===== src/rtl/vending_pkg.sv =====
// Shared definitions for the vending front end: keypad code map, debounce
// state encoding and a scan-order helper.
package vending_pkg;

    // Debounce FSM states.
    typedef enum logic [1:0] {
        IDLE         = 2'd0,
        PRESS_PEND   = 2'd1,
        HELD         = 2'd2,
        RELEASE_PEND = 2'd3
    } debounce_state_t;

    // Key code per position, indexed {col[1:0], row[1:0]} (row 0 = top row).
    localparam logic [15:0][3:0] KEYMAP = {
        4'hD, 4'hC, 4'hB, 4'hA,   // column 3, rows 3..0
        4'hE, 4'h9, 4'h6, 4'h3,   // column 2, rows 3..0
        4'hF, 4'h8, 4'h5, 4'h2,   // column 1, rows 3..0
        4'h0, 4'h7, 4'h4, 4'h1    // column 0, rows 3..0
    };

    // Index of the first active position in scan order (lowest column, then
    // lowest row). Returns 0 when nothing is active; callers qualify that case.
    function automatic logic [3:0] first_pos(input logic [15:0] i_pos);
        logic [3:0] v_idx;
        v_idx = 4'd0;
        for (int i = 15; i >= 0; i--) begin
            if (i_pos[i]) v_idx = 4'(i);
        end
        return v_idx;
    endfunction

endpackage


===== src/rtl/keypad_col_scan.sv =====
// Column scanner: drives one column low at a time, synchronises the row
// inputs and collects one 16-bit position vector per four-column frame.
// o_frame_done is high on the last cycle of the column-3 dwell, when o_pos
// holds the complete frame (column 3 taken straight from the synchroniser).
module keypad_col_scan #(
    parameter int SCAN_CYCLES = 100000
) (
    input  logic        i_clk,
    input  logic        i_rst_n,
    input  logic [3:0]  i_row,
    output logic [3:0]  o_col,
    output logic        o_frame_done,
    output logic [15:0] o_pos
);

    localparam int unsigned DW = (SCAN_CYCLES > 1) ? $clog2(SCAN_CYCLES) : 1;
    localparam logic [DW-1:0] DWELL_LAST = DW'(SCAN_CYCLES - 1);

    generate
        if (SCAN_CYCLES < 4) begin : g_bad_scan_cycles
            $error("keypad_col_scan: SCAN_CYCLES must be at least 4");
        end
    endgenerate

    logic [3:0]    r_row_meta;
    logic [3:0]    r_row_sync;
    logic [DW-1:0] r_dwell_cnt;
    logic [1:0]    r_col_idx;
    logic [3:0]    r_col;
    logic [11:0]   r_pos_lo;

    logic          w_dwell_last;
    logic [3:0]    w_row_act;

    assign w_dwell_last = (r_dwell_cnt == DWELL_LAST);
    assign w_row_act    = ~r_row_sync;   // rows are active-low

    // Two-flop synchroniser for the asynchronous row inputs.
    always_ff @(posedge i_clk or negedge i_rst_n) begin
        if (!i_rst_n) begin
            r_row_meta <= 4'h0;
            r_row_sync <= 4'h0;
        end else begin
            r_row_meta <= i_row;
            r_row_sync <= r_row_meta;
        end
    end

    // Dwell counter and column rotation; COL is kept as its own register.
    always_ff @(posedge i_clk or negedge i_rst_n) begin
        if (!i_rst_n) begin
            r_dwell_cnt <= '0;
            r_col_idx   <= 2'd0;
            r_col       <= 4'b1110;
        end else if (w_dwell_last) begin
            r_dwell_cnt <= '0;
            r_col_idx   <= r_col_idx + 2'd1;
            r_col       <= {r_col[2:0], r_col[3]};
        end else begin
            r_dwell_cnt <= r_dwell_cnt + DW'(1);
        end
    end

    // Capture columns 0..2 on their last dwell cycle, once the synchroniser has settled.
    always_ff @(posedge i_clk or negedge i_rst_n) begin
        if (!i_rst_n) begin
            r_pos_lo <= 12'h000;
        end else if (w_dwell_last) begin
            case (r_col_idx)
                2'd0:    r_pos_lo[3:0]  <= w_row_act;
                2'd1:    r_pos_lo[7:4]  <= w_row_act;
                2'd2:    r_pos_lo[11:8] <= w_row_act;
                default: r_pos_lo       <= r_pos_lo;
            endcase
        end
    end

    assign o_col        = r_col;
    assign o_frame_done = w_dwell_last && (r_col_idx == 2'd3);
    assign o_pos        = {w_row_act, r_pos_lo};

endmodule


===== src/rtl/keypad_scanner.sv =====
// 4x4 matrix keypad front end: column scan, per-frame key resolution and a
// frame-rate debounce FSM producing KEY_PRESS, KEY_STROBE and a held ITEM_CODE.
// Build option: define KEYPAD_MULTIKEY_REJECT_EN to treat chorded frames as
// empty; otherwise a chord resolves to its first key in scan order.
module keypad_scanner
    import vending_pkg::*;
#(
    parameter int SCAN_CYCLES     = 100000,
    parameter int DEBOUNCE_FRAMES = 5
) (
    input  logic            CLK,
    input  logic            RESET_N,
    input  logic [3:0]      ROW,
    output logic [3:0]      COL,
    output logic [3:0]      ITEM_CODE,
    output logic            KEY_PRESS,
    output logic            KEY_STROBE,
    output debounce_state_t o_dbg_state
);

    localparam int unsigned   CW         = $clog2(DEBOUNCE_FRAMES + 1);
    localparam logic [CW-1:0] CNT_TARGET = CW'(DEBOUNCE_FRAMES);
    localparam logic [CW-1:0] CNT_ONE    = CW'(1);
    localparam bit            SINGLE     = (DEBOUNCE_FRAMES == 1);

    generate
        if (DEBOUNCE_FRAMES < 1) begin : g_bad_debounce_frames
            $error("keypad_scanner: DEBOUNCE_FRAMES must be at least 1");
        end
    endgenerate

    logic            w_frame_done;
    logic [15:0]     w_pos;
    logic [4:0]      w_num_active;
    logic            w_is_key;
    logic [3:0]      w_key_code;
    logic            w_same;

    debounce_state_t r_state, w_state_nxt;
    logic [3:0]      r_cand,  w_cand_nxt;
    logic [CW-1:0]   r_cnt,   w_cnt_nxt;
    logic [3:0]      r_item,  w_item_nxt;
    logic            r_press, w_press_nxt;
    logic            r_strobe, w_strobe_nxt;

    keypad_col_scan #(
        .SCAN_CYCLES (SCAN_CYCLES)
    ) u_col_scan (
        .i_clk        (CLK),
        .i_rst_n      (RESET_N),
        .i_row        (ROW),
        .o_col        (COL),
        .o_frame_done (w_frame_done),
        .o_pos        (w_pos)
    );

    // Frame resolution: NONE / KEY(code); a chord is either rejected or
    // reduced to its first position in scan order.
    assign w_num_active = 5'($countones(w_pos));
`ifdef KEYPAD_MULTIKEY_REJECT_EN
    assign w_is_key     = (w_num_active == 5'd1);
`else
    assign w_is_key     = (w_num_active != 5'd0);
`endif
    assign w_key_code   = KEYMAP[first_pos(w_pos)];
    assign w_same       = w_is_key && (w_key_code == r_cand);

    // Debounce next-state logic, advanced only on frame results.
    always_comb begin
        w_state_nxt  = r_state;
        w_cand_nxt   = r_cand;
        w_cnt_nxt    = r_cnt;
        w_item_nxt   = r_item;
        w_press_nxt  = r_press;
        w_strobe_nxt = 1'b0;
        if (w_frame_done) begin
            case (r_state)
                IDLE: begin
                    if (w_is_key) begin
                        w_cand_nxt = w_key_code;
                        w_cnt_nxt  = CNT_ONE;
                        if (SINGLE) begin
                            w_state_nxt  = HELD;
                            w_item_nxt   = w_key_code;
                            w_press_nxt  = 1'b1;
                            w_strobe_nxt = 1'b1;
                        end else begin
                            w_state_nxt = PRESS_PEND;
                        end
                    end
                end
                PRESS_PEND: begin
                    if (!w_is_key) begin
                        w_state_nxt = IDLE;
                    end else if (w_same) begin
                        w_cnt_nxt = r_cnt + CNT_ONE;
                        if (r_cnt + CNT_ONE == CNT_TARGET) begin
                            w_state_nxt  = HELD;
                            w_item_nxt   = w_key_code;
                            w_press_nxt  = 1'b1;
                            w_strobe_nxt = 1'b1;
                        end
                    end else begin
                        w_cand_nxt = w_key_code;
                        w_cnt_nxt  = CNT_ONE;
                    end
                end
                HELD: begin
                    if (!w_same) begin
                        w_cnt_nxt = CNT_ONE;
                        if (SINGLE) begin
                            w_state_nxt = IDLE;
                            w_press_nxt = 1'b0;
                        end else begin
                            w_state_nxt = RELEASE_PEND;
                        end
                    end
                end
                RELEASE_PEND: begin
                    if (w_same) begin
                        w_state_nxt = HELD;
                    end else begin
                        w_cnt_nxt = r_cnt + CNT_ONE;
                        if (r_cnt + CNT_ONE == CNT_TARGET) begin
                            w_state_nxt = IDLE;
                            w_press_nxt = 1'b0;
                        end
                    end
                end
                default: begin
                    w_state_nxt = IDLE;
                end
            endcase
        end
    end

    // Debounce state and output registers.
    always_ff @(posedge CLK or negedge RESET_N) begin
        if (!RESET_N) begin
            r_state  <= IDLE;
            r_cand   <= 4'h0;
            r_cnt    <= '0;
            r_item   <= 4'h0;
            r_press  <= 1'b0;
            r_strobe <= 1'b0;
        end else begin
            r_state  <= w_state_nxt;
            r_cand   <= w_cand_nxt;
            r_cnt    <= w_cnt_nxt;
            r_item   <= w_item_nxt;
            r_press  <= w_press_nxt;
            r_strobe <= w_strobe_nxt;
        end
    end

    assign ITEM_CODE   = r_item;
    assign KEY_PRESS   = r_press;
    assign KEY_STROBE  = r_strobe;
    assign o_dbg_state = r_state;

endmodule


===== config.mk =====
export PLATFORM = sky130hd
export DESIGN_NAME = keypad_scanner
export DESIGN_NICKNAME = d
export VERILOG_FILES = /design/src/rtl/vending_pkg.sv /design/src/rtl/keypad_col_scan.sv /design/src/rtl/keypad_scanner.sv
export SDC_FILE = /design/constraint.sdc
export NUM_CORES = 1
export LEC_CHECK = 0
export ABC_AREA = 1
export CORE_MARGIN = 4
export CORE_UTILIZATION = 60
export CTS_BUF_LIST = sky130_fd_sc_hd__clkbuf_8
export DETAILED_ROUTE_END_ITERATION = 6
export PLACE_DENSITY = 0.8
export SLEW_MARGIN = 20
export SYNTH_ARGS = -nofsm -noshare
export SYNTH_HDL_FRONTEND = slang
export SYNTH_HIERARCHICAL = 1
export SYNTH_SLANG_ARGS = --single-unit

===== constraint.sdc =====
create_clock -name CLK -period 9.8 [get_ports CLK]
set_clock_uncertainty 0.1 [all_clocks]
set_input_delay 1.96 -clock CLK [delete_from_list [all_inputs] [get_ports CLK]]
set_output_delay 1.96 -clock CLK [all_outputs]
set_load 0.01 [all_outputs]

[Word-level counts from Yosys, hierarchy flattened]
Memory sizes are Yosys's and may differ from the RTL's.
Cells that the tools add are included.
Storage, ports and cells
  flip-flop bits (word level): 58
  ROM bits: 64
  bits of input ports: 6
  output and inout port bits: 12
  logic and storage cells: 117
  memories: 1
Operators by class
  add/subtract/negate cells: 18
  $lt $le $gt $ge: 1
  equality and inequality tests: 20
  multiplexer cells: 47
  bitwise gates (word level): 1
  reductions and logical operators: 15
Memory list
  (name not given): words 16, bits a word 4, read ports 1, clocked after Yosys merged registers in 0, write ports 0, RTL line keypad_scanner.sv:65  | assign w_key_code = KEYMAP[first_pos(w_pos)];
Operator list (count)
  $mux 4: 20
  $add 17x1->17 const B: 1
  $eq 17x17->1 const B: 1
  $mux 17: 1
  $add 1x1->2: 8
  $ne 2x2->1 const B: 8
  $mux 3: 5
  $reduce_and 5->1: 3
  $mux 2: 7
  $add 2x2->3: 4
  $pmux 3 s4: 1
  $mux 1: 10
  $ne 3x3->1 const B: 3
  $add 3x3->4: 2
  $eq 2x2->1 const B: 4
  $pmux 2 s4: 1
  $pmux 4 s2: 1
  $reduce_and 7->1: 1
  $reduce_and 2->1: 3
  $reduce_and 6->1: 1
  $add 4x4->5: 1
  $lt 4x5->1 const B: 1
  $reduce_bool 5->1: 1
  $eq 2x1->1 const B: 2
  other kinds (9): 12

[Logic depth before layout (Yosys ltp)]
Gate-level depths: netlist (run 1).
  depth in word-level cells: 25
  mapped depth: 32
  depth with buffers taken out: 32

[Cells and area by module]
The synthesis (run 1) kept the hierarchy.
By module, submodules not included
  keypad_col_scan: times used 1, cells each 233, area an instance 2004.4 um2, seq. area each 1079.8 um2
  keypad_scanner: times used 1, cells each 233, area an instance 1607.8 um2, seq. area each 375.4 um2

[Worst setup path before layout (run 1)]
Ideal clock, no wire load.
  kind: flip-flop to flip-flop
  from: register u_col_scan.r_pos_lo[11]
  to: register r_cand[0]
  library setup time: 127 ps
  arrival time: 4037 ps
  data required time: 9573 ps
  slack: 5536 ps
  cell stages (with the launch flop): 19
  buffers on the path: 0
  period minus slack after synthesis: 4264 ps
  cell sequence: dfrtp_1 > fa_1 > inv_1 > fa_1 > inv_1 > fa_1 > inv_1 > fa_1 > inv_1 > ha_1 > inv_1 > fa_1 > o2111a_1 > nand2_1 > inv_1 > nor2_1 > nand3_1 > nand4_2 > o21ai_0
On the way
  word-level cells in the longest chain between the ends: 18
  elaborated cells on any way between the ends: 29
  classes of those cells: add/sub (4); eq/ne (4); mux (17); reduce/logical (3); memory (1)
Ends and longest elaborated chain
  from (decl): RTL line keypad_col_scan.sv:30  | logic [11:0] r_pos_lo;
  from (signal assigned): RTL line keypad_col_scan.sv:72  | 2'd2: r_pos_lo[11:8] <= w_row_act;
  from (signal assigned): RTL line keypad_col_scan.sv:73  | default: r_pos_lo <= r_pos_lo;
  $mux 4 (12 in series): RTL line vending_pkg.sv:27  | if (i_pos[i]) v_idx = 4'(i);
  $mem_v2 16x4
  $mux 4 (not written as such): RTL line keypad_scanner.sv:65
  $eq 4x4->1: RTL line keypad_scanner.sv:66  | assign w_same = w_is_key && (w_key_code == r_cand);
  $logic_and 1x1->1: RTL line keypad_scanner.sv:66
  $ne 2x2->1 (no line)
  $reduce_and 5->1 (no line)
  to (signal assigned): RTL line keypad_scanner.sv:148  | r_cand <= w_cand_nxt;
  to (decl): RTL line keypad_scanner.sv:40  | logic [3:0] r_cand, w_cand_nxt;
Parallel ways exist; a longest one is shown, timed or not. The select of a mux whose other input is x is not followed.
A chain may end at the register's enable or synchronous reset.

[Worst setup path after layout (run 1)]
  from: register u_col_scan.r_pos_lo[11]
  to: register r_cnt[2]
On the way
  word-level cells in the longest chain between the ends: 19
  elaborated cells on any way between the ends: 29
  classes of those cells: add/sub (4); eq/ne (5); mux (16); reduce/logical (3); memory (1)
Ends and longest elaborated chain
  $mux 4 (12 in series): RTL line vending_pkg.sv:27
  $mem_v2 16x4
  $mux 4 (not written as such): RTL line keypad_scanner.sv:65
  $eq 4x4->1: RTL line keypad_scanner.sv:66
  $logic_and 1x1->1: RTL line keypad_scanner.sv:66
  $mux 3: RTL line keypad_scanner.sv:95  | end else if (w_same) begin
  $mux 3: RTL line keypad_scanner.sv:93  | if (!w_is_key) begin
  $pmux 3 s4: RTL line keypad_scanner.sv:77  | case (r_state)
  to (signal assigned): RTL line keypad_scanner.sv:149  | r_cnt <= w_cnt_nxt;
  to (decl): RTL line keypad_scanner.sv:41  | logic [CW-1:0] r_cnt, w_cnt_nxt;
Parallel ways exist; a longest one is shown, timed or not. The select of a mux whose other input is x is not followed.

==> out/qor.csv, run 1 <==
metric,value,unit
syn_avg_cell_area,7.752,sq um
worstPathArrival,4810,ps
crit_path_end_kind,flop,
setup.worst_path.start_class,flop,
tritoncts,done,
drv_cap,0,
num-fill-cells,458,
crit_cells,21,
syn_to_final_growth,12.71,%
syn-cell-area,3612,sq um
yosys.area.top_type,dfrtp_1,
worstMarginPinSlew,712.5,ps
antenna_found_initial,0,
final-hold-violation-count,0,
drtAntennaViolNets,0,
crit_top_cell,inv_1,
grt_pass1_wl,12.87,mm
post_drt_wl_per_cell,12.60,microns
antenna_cells,0,
synth.yosys.seq_area_share,40.28,%
die_area,7326,sq um
cts_buffers,9,
drive_above_1_share,9.256,%
met3WireLength,301,microns
drtIter0Drc,193,
clkTransAtPathRegs,70,ps
drc_errors,0,
timing.final.crit_share,47.25,%
wl_met1,3.065,mm
whs,248.6,ps
setup-tns-final,0,ps
layout_common_cells,"147 x nand2_1, 81 x inv_1, 55 x dfrtp_1",
slew_headroom,52.50,%
postCtsSetupBuffers,0,
cts_sinks,58,
cts_buffer_depth,2,
synth_nets,495,
synth_top_area_share,38.10,%
first_global_vias,3022,
status,completed,
yosysUniqueCellTypes,37,
wl_met2,3.680,mm
rows,27,
yosys-top-cells-area,"dfrtp_1 38%, nand2_1 15%, inv_1 8.3%",
ys_warn_count,6,
wirelength,7.172,mm
utilization,71.74,%
port_buffers,17,
top_layer,met4,
crit_fanout,6,
start_util,63.65,%
synth_cells,466,
viasPerCell,5.244,
hold_path_class,flop to flop,
fp.dieH,85.59,microns
min_period,4630,ps
slew_viol_final,0,
final_common_cell,nand2_1,
crit_path_cell_trace,fa_1 -> inv_1 -> fa_1 -> inv_1 -> fa_1 -> inv_1 -> fa_1 -> inv_1 -> ha_1 -> inv_1 -> fa_1 -> o2111a_1 -> nand2_1 -> inv_1 -> nand3_1 -> nand2_1 -> inv_1 -> nand2_1 -> nor2_1 -> nand2_1 -> nand2_1,
place.gp.congestion,0.8595,
cts-hold-fix-buffers,0,
ys_ff_latch,58,
cts_resized,0,
ff2ff_path_depth,21,
pin_count,18,
dp_hpwl,5.287,mm
powerDensity,126.6,nW/um^2
critical-path-slowest-cell,fa_1,
p_leak,2.204,nW
core_area,5675,sq um
fmax,0.2160,GHz
min_path_cells,0,
vias,2984,
setup-violations-final,0,
ir_worst_vdd,0.00009513,V
crit_required,9980,ps
die_w,85.59,microns
clock_latency,340,ps
fin_nets,521,
critPathTopFamily,adder cells,
grt_max_degree,59,
groute.usage.overall,22.02,%
cts-root-buf,clkbuf_8,
drtPass1Iterations,4,
rsz0062_at_grt,false,
h-tree-depth,3,
cpPeakStageDelay,550,ps
path_buf_inv,7,
grt_overflow_total,0,
path_class,flop to flop,
## kinds of logic after synthesis
kind of cell | after synthesis | share of synthesized area, %
compound gates | 20 | 3.152
xor+xnor | 9 | 2.182
fa+ha+maj | 23 | 10.05
buf+inv | 91 | 9.941
flops | 58 | 40.28
simple gates | 265 | 34.40
## where the power goes
group | internal, W | switching, W
Clock | 0.000148 | 0.0000933
Sequential | 0.000241 | 0.000000390
Combinational | 0.0000108 | 0.0000215
## layer usage
metal | vias to the layer above | track usage [%]
li1 | 1492 | -
met1 | 1419 | 25.55
met2 | 61 | 39.41
met3 | 12 | 4.323
met4 | 0 | 9.496
met5 | - | 0
## cell usage after synthesis, drive strengths merged
cell / number
xor2: 7
clkbuf: 1
fa: 10
nor4: 3
dfrtp: 55
clkinv: 3
o2111a: 1
nand4: 24
a211o: 1
nand2: 155
inv: 85
nor2: 50
nand3: 26
o21ai: 15
nor3: 3
buf: 2
ha: 13
dfstp: 3
nand3b: 3
a21oi: 3
xnor2: 2
or2: 1
## final timing paths
kind | from | endpoint | slack, ps
max | u_col_scan/r_pos_lo[11]$_DFFE_PN0P_ | r_cnt[2]$_DFFE_PN0P_ | 5170
max in group asynchronous | RESET_N | r_cand[0]$_DFFE_PN0P_ | 7470
min | u_col_scan/r_row_meta[0]$_DFF_PN0_ | u_col_scan/r_row_sync[0]$_DFF_PN0_ | 250
min in group asynchronous | RESET_N | u_col_scan/r_row_meta[3]$_DFF_PN0_ | 1650
max reg2reg | u_col_scan/r_pos_lo[11]$_DFFE_PN0P_ | r_cnt[2]$_DFFE_PN0P_ | 5170
min reg2reg | u_col_scan/r_row_meta[0]$_DFF_PN0_ | u_col_scan/r_row_sync[0]$_DFF_PN0_ | 250
## per-stage QoR
step,total power [W],setup WS [ps],instance area (sq um),cells
6_report,0.0005153,5170,4071,569
4_1_cts,0.0005222,5196,4071,569
3_3_place_gp,0.0002780,5360,3852,553
3_5_place_dp,0.0002789,5234,3852,553
2_1_floorplan,0.0002675,5536,3612,466
5_1_grt,0.0005362,4852,4071,569
## flip-flops by register name (all words and copies together), names as in the netlist, 2 cells and up
register	flops
r_cand	4
ITEM_CODE	4
u_col_scan/r_pos_lo	12
u_col_scan/r_row_meta	4
u_col_scan/r_row_sync	4
u_col_scan/r_col_idx	2
u_col_scan/r_dwell_cnt	17
r_cnt	3
u_col_scan/o_col	4
o_dbg_state	2
## cell type report
type                            instances  area (sq um)  share of cell area, %
Clock buffer                           10         137.6                  3.380
Timing Repair Buffer                   18         172.7                  4.241
Multi-Input combinational cell        317          1798                  44.16
Clock inverter                          6         81.33                  1.998
Tap cell                               72         90.09                  2.213
Sequential cell                        58          1455                  35.74
Inverter                               88         336.6                  8.267
No activity file was read; power rests on OpenSTA's default activity.
==> run 2, diff against run 1 <==
Settings changed: CORE_UTILIZATION 60 to 57, PLACE_DENSITY 0.8 to 0.79.
Clock period 9.8 ns to 4.2 ns, I/O delays scaled along.
==> run 2 against run 1 <==
- the run now ends with setup timing left
- worst setup slack worse by 5300 ps
- global-route usage is 0.90 points higher
- maximum frequency is 7.2% higher
- sequential share of layout area is 1.5 points lower
- clock power is 140% higher
- via count is 3.2% higher
- utilization is 1.3 points lower
- total power is 140% higher
- sequential cell count stayed put
- wire length is 6.8% higher
- cell area is 4.2% higher
- largest cell class unchanged
==> out/qor.csv, run 2 (synthesized netlist as in run 1, its figures left out) <==
metric,value,unit,change
status,"complete, but fails checks",,was completed
violations,setup timing,,
hold_end,u_col_scan/r_row_sync[1]$_DFF_PN0_,,was u_col_scan/r_row_sync[0]$_DFF_PN0_
setup.worst_path.start_class,flop,,unchanged
start_util,59.95,%,was 63.65%
hold_path_class,flop to flop,,unchanged
clock_latency,340,ps,about the same
rows,28,,was 27
first_global_vias,3237,,was 3022
p_leak,2.264,nW,was 2.204 nW
drtPass1Iterations,4,,unchanged
utilization,70.43,%,was 71.74%
regMostFlops,u_col_scan/r_dwell_cnt,,unchanged
hold_start,u_col_scan/r_row_meta[1]$_DFF_PN0_,,was u_col_scan/r_row_meta[0]$_DFF_PN0_
final_common_cell,nand2_1,,unchanged
cts_buffers,9,,unchanged
fin_nets,536,,was 521
drc_errors,0,,unchanged
layout_common_cells,"143 x nand2_1, 78 x inv_1, 55 x dfrtp_1",,"was 147 x nand2_1, 81 x inv_1, 55 x dfrtp_1"
vias,3078,,was 2984
cpPeakStageDelay,530,ps,was 550 ps
rsz0062_at_grt,true,,was false
viasPerCell,5.244,,about the same
cts_buffer_depth,2,,unchanged
die_w,87.61,microns,was 85.59 microns
cts-hold-fix-buffers,0,,unchanged
cts-root-buf,clkbuf_8,,unchanged
port_buffers,17,,unchanged
dp_hpwl,5.525,mm,was 5.287 mm
dp_cells,569,,was 553
critical-path-slowest-cell,fa_1,,unchanged
ir_worst_vdd,0.0003592,V,was 0.00009513 V
crit_path_end_kind,flop,,unchanged
place.gp.congestion,0.8936,,was 0.8595
drive_above_1_share,14.65,%,was 9.256%
die_area,7675,sq um,was 7326 sq um
wirelength,7.661,mm,was 7.172 mm
fp.dieH,87.61,microns,was 85.59 microns
h-tree-depth,3,,unchanged
slew_headroom,43.95,%,was 52.50%
r2r-start,u_col_scan/r_pos_lo[11]$_DFFE_PN0P_,,unchanged
drtIter0Drc,193,,unchanged
crit_path_cell_trace,fa_1 -> inv_1 -> fa_1 -> inv_1 -> fa_1 -> inv_1 -> fa_1 -> inv_1 -> ha_2 -> inv_2 -> fa_2 -> o2111a_1 -> nand2_2 -> buf_6 -> nand3_4 -> nand2_1 -> nand2_2 -> nor2_2 -> nand2_1 -> nand2_1,,was fa_1 -> inv_1 -> fa_1 -> inv_1 -> fa_1 -> inv_1 -> fa_1 -> inv_1 -> ha_1 -> inv_1 -> fa_1 -> o2111a_1 -> nand2_1 -> inv_1 -> nand3_1 -> nand2_1 -> inv_1 -> nand2_1 -> nor2_1 -> nand2_1 -> nand2_1
clkTransAtPathRegs,70,ps,about the same
setup-violations-final,15,,was 0
num-fill-cells,469,,was 458
r2r_setup_slack,-120,ps,was 5170 ps
crit_required,4320,ps,was 9980 ps
antenna_found_initial,0,,unchanged
worstPathArrival,4440,ps,was 4810 ps
setup_ws,-121.2,ps,was 5170 ps
dpl-instance-area,3956,sq um,was 3852 sq um
syn_to_final_growth,17.49,%,was 12.71%
rr_endpoint,o_dbg_state[0]$_DFFE_PN0P_,,was r_cnt[2]$_DFFE_PN0P_
final_cells,587,,was 569
grt_max_degree,39,,was 59
pre_cts_ws,-154.1,ps,was 5234 ps
timing.final.crit_share,102.9,%,was 47.25%
post_drt_wl_per_cell,13.05,microns,was 12.60 microns
worstMarginPinSlew,840.8,ps,was 712.5 ps
slew_viol_final,0,,unchanged
crit_fanout,5,,was 6
whs,253.8,ps,was 248.6 ps
grt_overflow_total,0,,unchanged
antenna_cells,0,,unchanged
pin_count,18,,unchanged
min_period,4321,ps,was 4630 ps
drv_cap,0,,unchanged
ff2ff_path_depth,20,,was 21
min_path_cells,0,,unchanged
groute.usage.overall,22.91,%,was 22.02%
largest_reg_flops,17,,unchanged
core_area,6026,sq um,was 5675 sq um
final-hold-violation-count,0,,unchanged
design_area,4244,sq um,was 4071 sq um
powerDensity,291.4,nW/um^2,was 126.6 nW/um^2
reg_top3,"u_col_scan/r_dwell_cnt (17), u_col_scan/r_pos_lo (12)",,unchanged
tritoncts,done,,unchanged
grt_pass1_wl,13.85,mm,was 12.87 mm
fmax,0.2314,GHz,was 0.2160 GHz
cts_sinks,58,,unchanged
drtAntennaViolNets,0,,unchanged
path_class,flop to flop,,unchanged
-- run 2: repair_timing --
action	4_1_cts	5_1_grt
pin swaps	1	3
hold endpoints to repair	0	0
gates cloned	1	0
resized for setup	6	11
setup buffers	0	1
endpoints found under the setup margin	15	15
-- run 2: routing by layer --
| metal | share of wire, % | wire (microns) | up-vias | GRT usage (%) |
|---|---|---|---|---|
| met5 | 0 | 0 | - | 0 |
| met4 | 1.7 | 127 | 0 | 9.484 |
| met3 | 4.4 | 339 | 12 | 5.268 |
| met2 | 50 | 3868 | 82 | 38.97 |
| met1 | 43 | 3326 | 1459 | 28.09 |
| li1 | - | - | 1525 | - |
-- run 2: power by group --
part	internal (W)	switching, W
Clock	0.000350	0.000234
Sequential	0.000562	0.000000982
Combinational	0.0000330	0.0000569
Total	0.000945	0.000292
-- run 2: cell type report --
| type | count | area [sq um] | share of cell area [%] |
|---|---|---|---|
| inverter | 88 | 336.6 | 7.930 |
| clock buffer | 10 | 137.6 | 3.243 |
| timing repair buffer | 32 | 281.5 | 6.633 |
| clock inverter | 6 | 90.09 | 2.123 |
| multi-input combinational | 318 | 1849 | 43.57 |
| sequential | 58 | 1455 | 34.29 |
| tap | 75 | 93.84 | 2.211 |
-- run 2: worst max-delay path by stage --
| stage | start | to | slack [ps] |
|---|---|---|---|
| 4_1_cts | u_col_scan/r_pos_lo[11]$_DFFE_PN0P_ | r_cnt[1]$_DFFE_PN0P_ | -100 |
| 3_3_place_gp | u_col_scan/r_pos_lo[11]$_DFFE_PN0P_ | r_cand[0]$_DFFE_PN0P_ | -100 |
| 6_report | u_col_scan/r_pos_lo[11]$_DFFE_PN0P_ | o_dbg_state[0]$_DFFE_PN0P_ | -120 |
| 3_5_place_dp | u_col_scan/r_pos_lo[11]$_DFFE_PN0P_ | r_cand[0]$_DFFE_PN0P_ | -150 |
| 2_1_floorplan | u_col_scan/r_pos_lo[11]$_DFFE_PN0P_ | r_cand[0]$_DFFE_PN0P_ | 6 |
| 5_1_grt | u_col_scan/r_pos_lo[11]$_DFFE_PN0P_ | r_cnt[1]$_DFFE_PN0P_ | -320 |
-- run 2: metrics by stage --
stage,total power (W),setup TNS [ps]
2_1_floorplan,0.0006256,0
3_3_place_gp,0.0006576,-721.9
3_5_place_dp,0.0006594,-1432
4_1_cts,0.001244,-963.5
5_1_grt,0.001287,-4058
6_report,0.001237,-1146
-- run 2: critical path, delay by kind of cell (launching register included) --
family	cells	cell delay, ps
AOI/OAI and AO/OA	1	180
and+or+nand+nor	7	560
adders and majority gates	6	2600
DFF	1	400
buffers and inverters	6	400
==> run 3, diff against run 2 <==
Settings changed: CTS_CLUSTER_DIAMETER from default to 30, RECOVER_POWER from default to 100.
==> run 3 against run 2 <==
- the flow finishes with violations (capacitance limit, slew limit, setup timing)
- cell count unchanged
- combinational power down 1%
- sequential share of layout area up 0.33 points
- global-route usage unchanged
- largest power group unchanged
==> out/qor.csv, run 3 (synthesized netlist as in run 1, its figures left out) <==
metric,value,unit,change
utilization,69.77,%,was 70.43%
antenna_cells,0,,unchanged
r2r_setup_slack,-120,ps,about the same
drive_above_1_share,13.67,%,was 14.65%
cts_buffers,9,,unchanged
crit_fanout,5,,unchanged
dpl-instance-area,3956,sq um,unchanged
first_global_vias,3237,,unchanged
powerDensity,293.3,nW/um^2,was 291.4 nW/um^2
power,0.001233,W,was 0.001237 W
worstMarginPinSlew,1990,ps,was 840.8 ps
slew_headroom,-32.66,%,was 43.95%
ff2ff_path_depth,20,,unchanged
p_leak,2.197,nW,was 2.264 nW
antenna_found_initial,0,,unchanged
drtPass1Iterations,4,,unchanged
hold_path_class,flop to flop,,unchanged
num-fill-cells,474,,was 469
fmax,0.2316,GHz,was 0.2314 GHz
crit_path_end_kind,flop,,unchanged
cts_buffer_depth,2,,unchanged
worstPathArrival,4440,ps,about the same
regArea,1455,sq um,unchanged
cts_sinks,58,,unchanged
die_area,7675,sq um,unchanged
cts-hold-fix-buffers,0,,unchanged
tritoncts,done,,unchanged
rr_endpoint,r_cnt[1]$_DFFE_PN0P_,,was o_dbg_state[0]$_DFFE_PN0P_
slew_viol_final,39,,was 0
vias,3086,,was 3078
pin_count,18,,unchanged
regMostFlops,u_col_scan/r_dwell_cnt,,unchanged
clock_latency,330,ps,was 340 ps
timing.final.crit_share,102.8,%,was 102.9%
setup-violations-final,15,,unchanged
start_util,59.95,%,unchanged
ir_worst_vdd,0.0003589,V,was 0.0003592 V
drv_cap,1,,was 0
grt_pass1_wl,13.85,mm,unchanged
hold_end,u_col_scan/r_row_sync[1]$_DFF_PN0_,,unchanged
groute.usage.overall,22.91,%,unchanged
rsz0062_at_grt,true,,unchanged
wirelength,7.638,mm,was 7.661 mm
hold_start,u_col_scan/r_row_meta[1]$_DFF_PN0_,,unchanged
port_buffers,17,,unchanged
status,"complete, but fails checks",,unchanged
min_period,4317,ps,was 4321 ps
final_common_cell,nand2_1,,unchanged
whs,253.8,ps,about the same
post_drt_wl_per_cell,13.01,microns,was 13.05 microns
place.gp.congestion,0.8936,,unchanged
pre_cts_ws,-154.1,ps,unchanged
die_w,87.61,microns,unchanged
h-tree-depth,3,,unchanged
fin_nets,536,,unchanged
min_path_cells,0,,unchanged
setup.worst_path.start_class,flop,,unchanged
dp_hpwl,5.525,mm,unchanged
layout_common_cells,"144 x nand2_1, 78 x inv_1, 55 x dfrtp_1",,"was 143 x nand2_1, 78 x inv_1, 55 x dfrtp_1"
clkTransAtPathRegs,70,ps,about the same
rows,28,,unchanged
drtAntennaViolNets,0,,unchanged
reg_top3,"u_col_scan/r_dwell_cnt (17), u_col_scan/r_pos_lo (12)",,unchanged
r2r-start,u_col_scan/r_pos_lo[11]$_DFFE_PN0P_,,unchanged
syn_to_final_growth,16.38,%,was 17.49%
cts-root-buf,clkbuf_8,,unchanged
path_class,flop to flop,,unchanged
fp.dieH,87.61,microns,unchanged
viasPerCell,5.257,,was 5.244
grt_max_degree,39,,unchanged
largest_reg_flops,17,,unchanged
multiInputGateArea,1814,sq um,was 1849 sq um
design_area,4204,sq um,was 4244 sq um
drc_errors,0,,unchanged
drtIter0Drc,205,,was 193
final-hold-violation-count,0,,unchanged
setup_ws,-117.2,ps,was -121.2 ps
core_area,6026,sq um,unchanged
violations,"capacitance limit, slew limit, setup timing",,was setup timing
crit_required,4320,ps,about the same
grt_overflow_total,0,,unchanged
[run 3: layout make-up]
cell class / count / area share, %
multi-input cells: 318 / 43.15
flip-flops and latches: 58 / 34.61
inverters: 88 / 8.006
repair buffers: 32 / 6.577
clock buffers: 10 / 3.274
well taps: 75 / 2.232
clock inverters: 6 / 2.143
[run 3: worst max-delay path by stage]
stage	start	to	slack [ps]	depth (start not counted)
2_1_floorplan	u_col_scan/r_pos_lo[11]$_DFFE_PN0P_	r_cand[0]$_DFFE_PN0P_	6	20
3_3_place_gp	u_col_scan/r_pos_lo[11]$_DFFE_PN0P_	r_cand[0]$_DFFE_PN0P_	-100	19
3_5_place_dp	u_col_scan/r_pos_lo[11]$_DFFE_PN0P_	r_cand[0]$_DFFE_PN0P_	-150	20
4_1_cts	u_col_scan/r_pos_lo[11]$_DFFE_PN0P_	r_cnt[1]$_DFFE_PN0P_	-100	21
5_1_grt	u_col_scan/r_pos_lo[11]$_DFFE_PN0P_	r_cnt[1]$_DFFE_PN0P_	-320	20
6_report	u_col_scan/r_pos_lo[11]$_DFFE_PN0P_	r_cnt[1]$_DFFE_PN0P_	-120	20
[run 3: what timing repair did]
action,CTS,global route
cloned,1,0
setup endpoints to repair,15,15
setup buffers,0,1
pin swaps,1,3
resized for setup,6,11
[run 3: where the power goes]
part           switching, W  leakage (nW)  internal [W]
sequential      0.000000982         0.767      0.000562
combinational     0.0000569          1.33     0.0000317
clock              0.000231         0.101      0.000350
[run 3: metrics by stage]
| step | std cells | TNS, ps |
|---|---|---|
| final | 587 | -1100 |
| after global placement | 569 | -721.9 |
| after floorplan | 466 | 0 |
| after CTS | 586 | -963.5 |
| after detailed placement | 569 | -1432 |
| after global routing | 587 | -4058 |
[run 3: critical path: stages (launching register included)]
cell and delay [ps]:
dfrtp_1 400, fa_1 530, inv_1 50, fa_1 480, inv_1 50, fa_1 470
inv_1 50, fa_1 420, inv_1 70, ha_2 180, inv_2 40, fa_2 520
o2111a_1 180, nand2_2 90, buf_6 140, nand3_4 110, nor2_2 40, nor2_1 120
nand2_2 80, nand2_1 50, nand2_1 50
[run 3: routing by layer]
metal	part of all wire (%)	vias to the layer above	routed length (microns)	track usage, %
li1	-	1529	-	-
met1	44	1473	3340	28.09
met2	51	68	3913	38.97
met3	3.2	16	241	5.268
met4	1.9	0	144	9.484
met5	0	-	0	0
